**src/rtl/lcd_pkg.sv**
```systemverilog
// Shared types and constants for the HD44780 instruction transmitter.
// Holds the FSM state type, default timings, db field positions and command decode.
package lcd_pkg;

  typedef enum logic [2:0] {
    ST_IDLE,
    ST_SETUP,
    ST_STROBE,
    ST_HOLD,
    ST_GAP,
    ST_WAIT
  } lcd_state_e;

  localparam int SETUP_CYC_DEF      = 2;
  localparam int E_HIGH_CYC_DEF     = 12;
  localparam int HOLD_CYC_DEF       = 1;
  localparam int NIBBLE_GAP_CYC_DEF = 50;
  localparam int CMD_WAIT_CYC_DEF   = 2000;
  localparam int LONG_WAIT_CYC_DEF  = 82000;

  localparam int DB_RS = 9;
  localparam int DB_RW = 8;

  function automatic int max2(input int a, input int b);
    return (a > b) ? a : b;
  endfunction

  // Clear display (0x01) and return home (0x02/0x03) need the long settle time.
  function automatic logic is_long_cmd(input logic [9:0] db);
    return (db[9:2] == 8'h00) && (db[1:0] != 2'b00);
  endfunction

endpackage

```
**src/rtl/lcd_delay_counter.sv**
```systemverilog
// Loadable down-counter that times each transmitter phase.
// A load restarts the count; it then decrements to zero and holds there.
module lcd_delay_counter #(
  parameter int CNT_W = 8
) (
  input  logic             clk,
  input  logic             reset,
  input  logic             load,
  input  logic [CNT_W-1:0] load_val,
  output logic             zero
);

  logic [CNT_W-1:0] cnt_q;

  always_ff @(posedge clk or negedge reset) begin
    if (!reset) begin
      cnt_q <= '0;
    end else if (load) begin
      cnt_q <= load_val;
    end else if (cnt_q != '0) begin
      cnt_q <= cnt_q - 1'b1;
    end
  end

  assign zero = (cnt_q == '0);

endmodule

```
**src/rtl/lcd_instr_tx.sv**
```systemverilog
// HD44780 instruction transmitter: one 10-bit {RS,RW,D7..D0} word per handshake,
// sent as one 8-bit or two 4-bit strobes followed by the controller settle wait.
//
// state  | meaning
// IDLE   | ready for a word, E low, RS/RW/SF_D hold last values
// SETUP  | RS/RW/SF_D stable before E rises
// STROBE | E high
// HOLD   | E low, data held
// GAP    | pause between upper and lower nibble (4-bit bus)
// WAIT   | controller executing; done pulses on exit
module lcd_instr_tx
  import lcd_pkg::*;
#(
  parameter int BUS_WIDTH      = 4,
  parameter int SETUP_CYC      = SETUP_CYC_DEF,
  parameter int E_HIGH_CYC     = E_HIGH_CYC_DEF,
  parameter int HOLD_CYC       = HOLD_CYC_DEF,
  parameter int NIBBLE_GAP_CYC = NIBBLE_GAP_CYC_DEF,
  parameter int CMD_WAIT_CYC   = CMD_WAIT_CYC_DEF,
  parameter int LONG_WAIT_CYC  = LONG_WAIT_CYC_DEF
) (
  input  logic                 clk,
  input  logic                 reset,
  input  logic                 instr_valid,
  output logic                 instr_ready,
  input  logic [9:0]           db,
  output logic                 LCD_RS,
  output logic                 LCD_RW,
  output logic                 LCD_E,
  output logic [BUS_WIDTH-1:0] SF_D,
  output logic                 done
);

  localparam int MAX_CYC = max2(max2(max2(SETUP_CYC, E_HIGH_CYC), max2(HOLD_CYC, NIBBLE_GAP_CYC)),
                                max2(CMD_WAIT_CYC, LONG_WAIT_CYC));
  localparam int CNT_W   = $clog2(MAX_CYC + 1);

  if (BUS_WIDTH != 4 && BUS_WIDTH != 8) begin : g_bad_width
    $error("lcd_instr_tx: BUS_WIDTH must be 4 or 8");
  end

  lcd_state_e       state_q, state_d;
  logic             nib_lo_q, nib_lo_d;
  logic [9:0]       word_q;
  logic             load;
  logic [CNT_W-1:0] load_val;
  logic             cnt_zero;
  logic             take;

  assign take = (state_q == ST_IDLE) && instr_valid;

  lcd_delay_counter #(.CNT_W(CNT_W)) u_delay (
    .clk      (clk),
    .reset    (reset),
    .load     (load),
    .load_val (load_val),
    .zero     (cnt_zero)
  );

  always_ff @(posedge clk or negedge reset) begin
    if (!reset) begin
      state_q  <= ST_IDLE;
      nib_lo_q <= 1'b0;
      word_q   <= '0;
    end else begin
      state_q  <= state_d;
      nib_lo_q <= nib_lo_d;
      if (take) word_q <= db;
    end
  end

  // Every state entry reloads the counter with (phase length - 1).
  always_comb begin
    state_d  = state_q;
    nib_lo_d = nib_lo_q;
    load     = 1'b0;
    load_val = '0;
    case (state_q)
      ST_IDLE: if (instr_valid) begin
        state_d  = ST_SETUP;
        nib_lo_d = 1'b0;
        load     = 1'b1;
        load_val = CNT_W'(SETUP_CYC - 1);
      end
      ST_SETUP: if (cnt_zero) begin
        state_d  = ST_STROBE;
        load     = 1'b1;
        load_val = CNT_W'(E_HIGH_CYC - 1);
      end
      ST_STROBE: if (cnt_zero) begin
        state_d  = ST_HOLD;
        load     = 1'b1;
        load_val = CNT_W'(HOLD_CYC - 1);
      end
      ST_HOLD: if (cnt_zero) begin
        load = 1'b1;
        if (BUS_WIDTH == 4 && !nib_lo_q) begin
          state_d  = ST_GAP;
          load_val = CNT_W'(NIBBLE_GAP_CYC - 1);
        end else begin
          state_d  = ST_WAIT;
          load_val = is_long_cmd(word_q) ? CNT_W'(LONG_WAIT_CYC - 1) : CNT_W'(CMD_WAIT_CYC - 1);
        end
      end
      ST_GAP: if (cnt_zero) begin
        state_d  = ST_SETUP;
        nib_lo_d = 1'b1;
        load     = 1'b1;
        load_val = CNT_W'(SETUP_CYC - 1);
      end
      ST_WAIT: if (cnt_zero) state_d = ST_IDLE;
      default: state_d = ST_IDLE;
    endcase
  end

  // Outputs are registered from the next state so they change cleanly on the clock.
  always_ff @(posedge clk or negedge reset) begin
    if (!reset) begin
      LCD_RS      <= 1'b0;
      LCD_RW      <= 1'b0;
      LCD_E       <= 1'b0;
      SF_D        <= '0;
      done        <= 1'b0;
      instr_ready <= 1'b1;
    end else begin
      LCD_E       <= (state_d == ST_STROBE);
      done        <= (state_q == ST_WAIT) && cnt_zero;
      instr_ready <= (state_d == ST_IDLE);
      if (take) begin
        LCD_RS <= db[DB_RS];
        LCD_RW <= db[DB_RW];
        SF_D   <= BUS_WIDTH'(db[7:0] >> (8 - BUS_WIDTH));
      end else if (state_q == ST_GAP && cnt_zero) begin
        SF_D   <= BUS_WIDTH'(word_q[7:0]);
      end
    end
  end

endmodule
```
**config.mk**
```make
export PLATFORM = sky130hd
export DESIGN_NAME = lcd_instr_tx
export DESIGN_NICKNAME = d
export VERILOG_FILES = /design/src/rtl/lcd_pkg.sv /design/src/rtl/lcd_delay_counter.sv /design/src/rtl/lcd_instr_tx.sv
export SDC_FILE = /design/constraint.sdc
export NUM_CORES = 1
export LEC_CHECK = 0
export CELL_PAD_IN_SITES_DETAIL_PLACEMENT = 0
export CELL_PAD_IN_SITES_GLOBAL_PLACEMENT = 1
export CORE_ASPECT_RATIO = 0.5
export CORE_MARGIN = 2
export CORE_UTILIZATION = 35
export CTS_CLUSTER_DIAMETER = 200
export DETAILED_ROUTE_END_ITERATION = 6
export GPL_ROUTABILITY_DRIVEN = 0
export MAX_ROUTING_LAYER = met4
export PLACE_DENSITY = 0.64
export SYNTH_ARGS = -nofsm -noshare
export SYNTH_HDL_FRONTEND = slang
export SYNTH_SLANG_ARGS = --single-unit
```
**constraint.sdc**
```tcl
create_clock -name clk -period 1.96 [get_ports clk]
set_input_delay 0.392 -clock clk [delete_from_list [all_inputs] [get_ports clk]]
set_output_delay 0.392 -clock clk [all_outputs]
set_load 0.1 [all_outputs]
```
After elaboration in Yosys (flattened, before gate mapping)
Cells that the tools add are included.
- add/subtract/negate cells: 1
- equal/unequal tests: 8
- muxes and demuxes: 25
- reduce and logical (&&, ||, !) cells: 15
- operators with widths (kind ; count):
    $mux W17 ; 5
    $pmux W17 S4 ; 1
    $mux W3 ; 6
    $pmux W3 S6 ; 1
    $logic_not A17 Y1 ; 1
    $reduce_bool A17 Y1 ; 1
    $sub A17 B1 Y17 const B ; 1
    $mux W4 ; 3
    $eq A3 B2 Y1 const B ; 3
    $logic_not A8 Y1 ; 1
    $reduce_bool A2 Y1 ; 4
    $mux W1 ; 7
    $eq A3 B3 Y1 const B ; 2
    $logic_not A3 Y1 ; 2
    $logic_and A1 B1 Y1 ; 4
    $ne A2 B2 Y1 const B ; 2
    $pmux W1 S2 ; 2
    $reduce_or A4 Y1 ; 1
    $eq A3 B1 Y1 const B ; 1
    $reduce_and A3 Y1 ; 1
- bits in registers: 40
- input bits: 13
- output and inout bits: 9
- word-level logic and storage cells: 59

Logic depth before layout (Yosys ltp)
- word-level depth: 7
- depth in mapped cells: 8
- depth with buffers taken out: 7

Modules after synthesis
Synthesis repeated with hierarchy kept, for this count alone.
- cells, all modules: 198
- area, all modules: 2057.0 um^2
- modules (own cells, without submodules) (module ; instances ; cells an instance ; area each (um^2) ; seq. area each (um^2)):
    lcd_delay_counter ; 1 ; 109 ; 1033.5 ; 425.4
    lcd_instr_tx ; 1 ; 89 ; 1023.5 ; 526.8

Worst setup path after synthesis
Ideal clock, no wire load.
- path kind: reg2reg
- from: reg u_delay.cnt_q[0]
- to: reg u_delay.cnt_q[5]
- library setup time: 74 ps
- arrival time: 1705 ps
- required time: 1886 ps
- path slack: 181 ps
- stages on the path, launching flop included: 9
- buffers on the path: 1
- clock period less this slack: 1779 ps
- cells stage by stage: dfrtp_1 -> inv_1 -> ha_1 -> nor4b_2 -> and4_1 -> buf_6 -> nand2_4 -> or3_4 -> o21ai_2
- cells in the longest elaborated chain, start to end: 4
- elaborated cells on any way between the ends: 10
- those cells by class: add/sub (1); mux (6); reduce/logical (3)
- RTL lines (what ; RTL line ; source):
    start: declaration ; lcd_delay_counter.sv:13 ; logic [CNT_W-1:0] cnt_q;
    start signal: assignment ; lcd_delay_counter.sv:19 ; cnt_q <= load_val;
    start signal: assignment ; lcd_delay_counter.sv:21 ; cnt_q <= cnt_q - 1'b1;
    parallel branches: the longest is 4 deep, another holds $sub A17 B1 Y17 ; -- ;
Parallel ways; which one is timed is not known. The select of a mux whose other input is x is not followed.
A chain may end at the register's enable or synchronous reset.

Worst setup path after layout
- from: reg u_delay.cnt_q[7]
- to: reg u_delay.cnt_q[10]
The elaborated chain is that of the path after synthesis.

==> results_dict.tcl <==
set metrics [dict create \
    run_status "finished clean" \
    synth_edf_count 0 \
    boundaryPins 22 \
    postRouteAntennaNets 0 \
    clock_sinks 38 \
    floorplan.die_area_um2 6302 \
    start_util_pct 36.16 \
    clock_tree_from_tritoncts "built" \
    worst_r2r_end "u_delay.cnt_q[10]" \
    cp_slowest_stage_delay_ps 450 \
    peak_fanout_along_the_critical_path 5 \
    num_rows 19 \
    post_cts_hold_buffer_count 0 \
    vias 1709 \
    grt_use_total_pct 17.87 \
    drt_drc_violations_left 0 \
    share_of_the_yosys_chip_area_belonging_to_registers_pct 48.16 \
    worstSetupPathType "flop to flop" \
    path_common_cell "nor4_4" \
    period_share_pct 94.81 \
    dp_worst_setup_slack_ps 54.34 \
    rsz0062_at_grt "true" \
    cellPowerDensity_nw_per_um2 1220 \
    ir_worst_vdd_v 0.0006467 \
    max_slew_margin_pct 75.20 \
    cts_buffers 5 \
    critical_path.endpoint_type "flop" \
    final_clock_skew_ps 5.138 \
    root_buffer "clkbuf_16" \
    hold_viol 0 \
    synth.distinct_cells 47 \
    antenna_found_initial 0 \
    clk_pin_slew_worst_paths_ps 60 \
    vias_per_cell 5.086 \
    worst_slack_ps 101.6 \
    final.hold.worst_slack_ps 12.85 \
    synth.area.top_cells "dfrtp_1, nand2_1, a21oi_1" \
    critical-path-top-delay-family "simple AND/OR/NAND/NOR gates" \
    dp_hpwl_um 3548 \
    synthesis.instances 211 \
    crit_end "u_delay.cnt_q[10]" \
    finish.net_count 277 \
    worst_pin_slew_ps 369.2 \
    startpoint "u_delay.cnt_q[7]" \
    post-route-min-period_ps 1858 \
    clk-insertion-delay-late_ps 280 \
    core_area_um2 5468 \
    synthDominantCellAreaShare_pct 46.84 \
    synth.top_cells.by_count "nand2_1, dfrtp_1, a21oi_1" \
    slew_violations 0 \
    count_of_state_elements_after_synthesis 38 \
    yosys_most_used_dff "dfrtp_1" \
    ff2ff_path_depth 5 \
    floorplan_die_width_um 110.3 \
    final_util_pct 49.06 \
    fin_tns_setup_ps 0 \
    portBuffers 21 \
    synthesis.nets 226 \
    detailedRoute.firstIterationViolations 39 \
    drv.max_cap_violation_count 0 \
    crit_chain "nor4_4 > nand3_1 > nor4_4 > nand2_1 > a21oi_1" \
    crit_buf_inv 0 \
    timing.reg2reg.setup_slack_ps 100 \
    power.total_uw 3274 \
    drtPass1Iterations 4 \
    power.static_leakage_uw 0.001217 \
    cp_slowest_cell "dfrtp_1" \
    yosysWarnings 0 \
    grt_first_pass_wirelength_um 8280 \
    avgRoutedWirePerCell_um 14.10 \
    synth.avg_cell_area_um2 9.369 \
    fp.dieH_um 57.15 \
    synthToLayoutAreaGrowth_pct 35.70 \
    grt_overflow_total 0 \
    critical_path.startpoint_type "flop" \
    grt_start_max_net_pins 17 \
    worst_ep_arrival_time_ps 2060 \
    reg2reg_from "u_delay.cnt_q[7]" \
    top_cell_type_by_total_area_after_synthesis "dfrtp_1" \
    worst-path-stages 5 \
    detail_route.wirelength_um 4739 \
    first_global_vias 1729 \
    fmax_mhz 538.1 \
    mappedNetlistArea_um2 1977 \
    worst_ep_required_ps 2160 \
    layout-drive-gt1-share_pct 27.00 \
    setup-violations-final 0 \
    postSynth.asyncResetShare_pct 100.0 \
    cts.path.max_buffers 2 \
    min-delay-path-class "primary input to asynchronous set/reset pin" \
    post-synth-top-count-cell "nand2_1" \
    h-tree-depth 2 \
    diodes 0 \
]
==> layout make-up <==
type | instances | area [um2]
clock buffers | 5 | 125.1
clock inverters | 3 | 45.04
fillers | 541 | 2785
inverters | 5 | 18.77
multi-input cells | 161 | 1030
flip-flops and latches | 38 | 952.2
well taps | 73 | 91.34
repair buffers | 51 | 420.4
==> cells by family after synthesis <==
logic type,after synthesis,synth area share [%]
adders and majority gates,2,1.266
AOI/OAI and AO/OA,40,12.09
and+or+nand+nor,102,27.78
xor gates and xnor gates,13,5.760
DFF,38,48.16
muxes,4,2.025
buffers and inverters,12,2.911
==> what timing repair did <==
action	in CTS	in global routing
setup endpoints to repair	0	20
resized for setup	0	14
setup buffers	0	1
==> power breakdown <==
part           internal [uW]  total, uW  switching, uW
registers                980       1230            248
logic                    513       1130            616
clock network            599        917            318
==> flip-flops by register name (all words and copies together) (netlist names) <==
name / flops
instr_ready: 1
u_delay.cnt_q: 17
state_q: 3
SF_D: 4
LCD_E: 1
done: 1
word_q: 10
nib_lo_q: 1
==> layout by cell type (no fill, tap or decap), drive strengths merged, types with 2 or more instances in the layout <==
cell type and count:
or3 3, clkinvlp 2, ha 2, nor4 8
mux2i 4, buf 40, nand3 6, nor2 15
nand2 46, a21oi 18, nand4 5, clkbuf 5
o31ai 2, clkdlybuf4s50 11, nand2b 2, inv 5
dfrtp 37, xnor2 5, or4 2, nor3 7
nor4b 2, a21o 2, o21ai 11, xor2 8
==> how the worst min path moves through the flow <==
| stage | startpoint | to | slack (ps) |
|---|---|---|---|
| after floorplan | reset | LCD_E | 100 |
| after global placement | reset | word_q[9] | 320 |
| after detailed placement | reset | word_q[9] | 320 |
| after CTS | reset | SF_D[2] | 20 |
| after global routing | reset | word_q[6] | 40 |
| final | reset | word_q[6] | 10 |
==> through the flow <==
stage          instances  area, um2
5_1_grt              336       2683
4_1_cts              335       2613
3_3_place_gp         327       2442
2_1_floorplan        211       1977
3_5_place_dp         327       2442
6_report             336       2683
==> routing by layer <==
layer / track usage, % / part of all wire (%)
met2: 26.03 / 43
met5: - / 0
met3: 4.571 / 4.6
met4: 6.429 / 1.8
met1: 24.19 / 50
Note: power is estimated with default switching activity, not from simulation.
==> RTL change: new RTL, config.mk and constraints unchanged <==
Reset style: synchronous (`reset`), changed in 3 clocked blocks.
--- a/src/rtl/lcd_delay_counter.sv
+++ b/src/rtl/lcd_delay_counter.sv
@@ -12,7 +12,7 @@
 
   logic [CNT_W-1:0] cnt_q;
 
-  always_ff @(posedge clk or negedge reset) begin
+  always_ff @(posedge clk) begin
     if (!reset) begin
       cnt_q <= '0;
     end else if (load) begin
--- a/src/rtl/lcd_instr_tx.sv
+++ b/src/rtl/lcd_instr_tx.sv
@@ -57,7 +57,7 @@
     .zero     (cnt_zero)
   );
 
-  always_ff @(posedge clk or negedge reset) begin
+  always_ff @(posedge clk) begin
     if (!reset) begin
       state_q  <= ST_IDLE;
       nib_lo_q <= 1'b0;
@@ -114,7 +114,7 @@
   end
 
   // Outputs are registered from the next state so they change cleanly on the clock.
-  always_ff @(posedge clk or negedge reset) begin
+  always_ff @(posedge clk) begin
     if (!reset) begin
       LCD_RS      <= 1'b0;
       LCD_RW      <= 1'b0;
Function: differs if reset is asserted again (counterexample within 4 cycles, from zero or initial values and one cycle with reset low); with reset held inactive, the same outputs for 10 cycles.
==> RTL change against the unedited design <==
  * Area after synthesis increased by 1.0%
  * Cell area decreased by 3.3%
  * Clock skew decreased by 0.0021 ns
  * First-iteration DRC count increased to 3.5 times the old value
  * Routed wire length increased by 1.8%
  * Die area increased by 0.95%
  * Hold slack improved by 0.45 ns
  * Worst setup slack improved by 0.023 ns
  * Synthesized cell count increased by 11%
  * Sequential cell count unchanged
  * Final cell count increased by 3.6%
  * Core utilization decreased by 1.8 points
  * Count of clock-buffer cells in the layout unchanged
Power is not compared: it rests on default switching activity, and its combinational part moved more than twofold at a synthesized area within 25%.
==> RTL change: results (changes against the unedited design) <==
* Status: completed (unchanged)
* GRT Util Overall at 16.9% (was 17.9%)
* Slowest cell on crit path: nor4_4 (was dfrtp_1)
* Post-synth top cells: nand2_1, dfxtp_1, nor2_1 (was nand2_1, dfrtp_1, a21oi_1)
* Top_reg_cell synth: dfxtp_1 (was dfrtp_1)
* Least-Margin Pin Slew at 0.501 ns (was 0.369 ns)
* Detailed Place HPWL at 3650 microns (was 3550 microns)
* Placed cell area at 2400 sq um (was 2440 sq um)
* DRT Pass-1 Iters at 5 (was 4)
* Final net count at 289 (was 277)
* Post-Synth XOR/XNOR Area at 6.14% (was 5.76%)
* Mapped Cells at 234 (was 211)
* Share of cells above drive strength 1 at 19.3% (was 27.0%)
* Yosys cell types at 51 (was 47)
* DRT met1 WL at 2470 microns (was 2380 microns)
* Mux contribution to synthesized area at 2.01% (was 2.03%)
* CP Max Fanout at 11 (was 5)
* Placed Cells at 340 (was 327)
* Syn nets at 249 (was 226)
* Post-Synth Adder-Cell Area at 1.25% (was 1.27%)
* P_seq at between 1 and 1.5 mW
* Hold Path Class: reg -> reg (was in -> async)
* FILL cells at 558 (was 541)
* Post-Layout Cell Count at 348 (was 336)
* Starting DRT DRC Count at 136 (was 39)
* Fin Clk Skew at 0.00304 ns (was 0.00514 ns)
* Worst path arrival time at 2.00 ns (was 2.06 ns)
* Sequential fraction of the synthesis area at 38.1% (was 48.2%)
* Area contributors post-synth: dfxtp_1, nand2_1, a21boi_0 (was dfrtp_1, nand2_1, a21oi_1)
* Ys async rst share at 0% (was 100%)
* Number of global-route vias before repair at 1650 (was 1729)
* Largest net degree at the start of global routing at 20 (was 17)
* Synth Area in Compound Gates at 15.6% (was 12.1%)
-- RTL change: cell types whose count changed after synthesis, sizes merged, moves of 3 or more --
cell | unedited run | this run
nand2 | 46 | 43
dfrtp | 37 | 0
dfxtp | 0 | 38
nor2b | 0 | 4
nand2b | 2 | 5
nor2 | 15 | 23
a21boi | 0 | 12
-- RTL change: final timing paths --
path | start | end | slack [ns] | cells past startpoint
setup / recovery | u_delay.cnt_q[12]$_SDFFE_PN0P_ | u_delay.cnt_q[10]$_SDFFE_PN0P_ | 0.13 | 6
hold reg to reg | word_q[7]$_SDFFE_PN0P_ | word_q[7]$_SDFFE_PN0P_ | 0.47 | 2
setup reg to reg | u_delay.cnt_q[12]$_SDFFE_PN0P_ | u_delay.cnt_q[10]$_SDFFE_PN0P_ | 0.13 | 6
hold / removal | word_q[7]$_SDFFE_PN0P_ | word_q[7]$_SDFFE_PN0P_ | 0.47 | 2
-- RTL change: metrics by stage --
stage	power (mW)	hold WS, ns	worst slack [ns]
6_report	5.50	0.465	0.125
5_1_grt	5.92	0.494	0.00505
4_1_cts	5.52	0.467	0.120
3_5_place_dp	4.43	0.459	0.131
3_3_place_gp	4.43	0.455	0.176
2_1_floorplan	3.43	0.443	0.203
-- RTL change: cell type report --
| class | instances | area, sq um | area share (%) |
|---|---|---|---|
| Clock inverter | 3 | 68.8 | 2.65 |
| Sequential cell | 38 | 761 | 29.3 |
| Tap cell | 73 | 91.3 | 3.52 |
| Inverter | 4 | 15.0 | 0.579 |
| Timing Repair Buffer | 44 | 398 | 15.3 |
| Multi-Input combinational cell | 181 | 1130 | 43.8 |
| Clock buffer | 5 | 125 | 4.82 |
-- RTL change: routing by layer --
layer,up-vias,track usage [%]
met5,-,-
met4,0,3.93
met3,2,4.14
met2,60,24.8
met1,814,23.5
li1,896,-
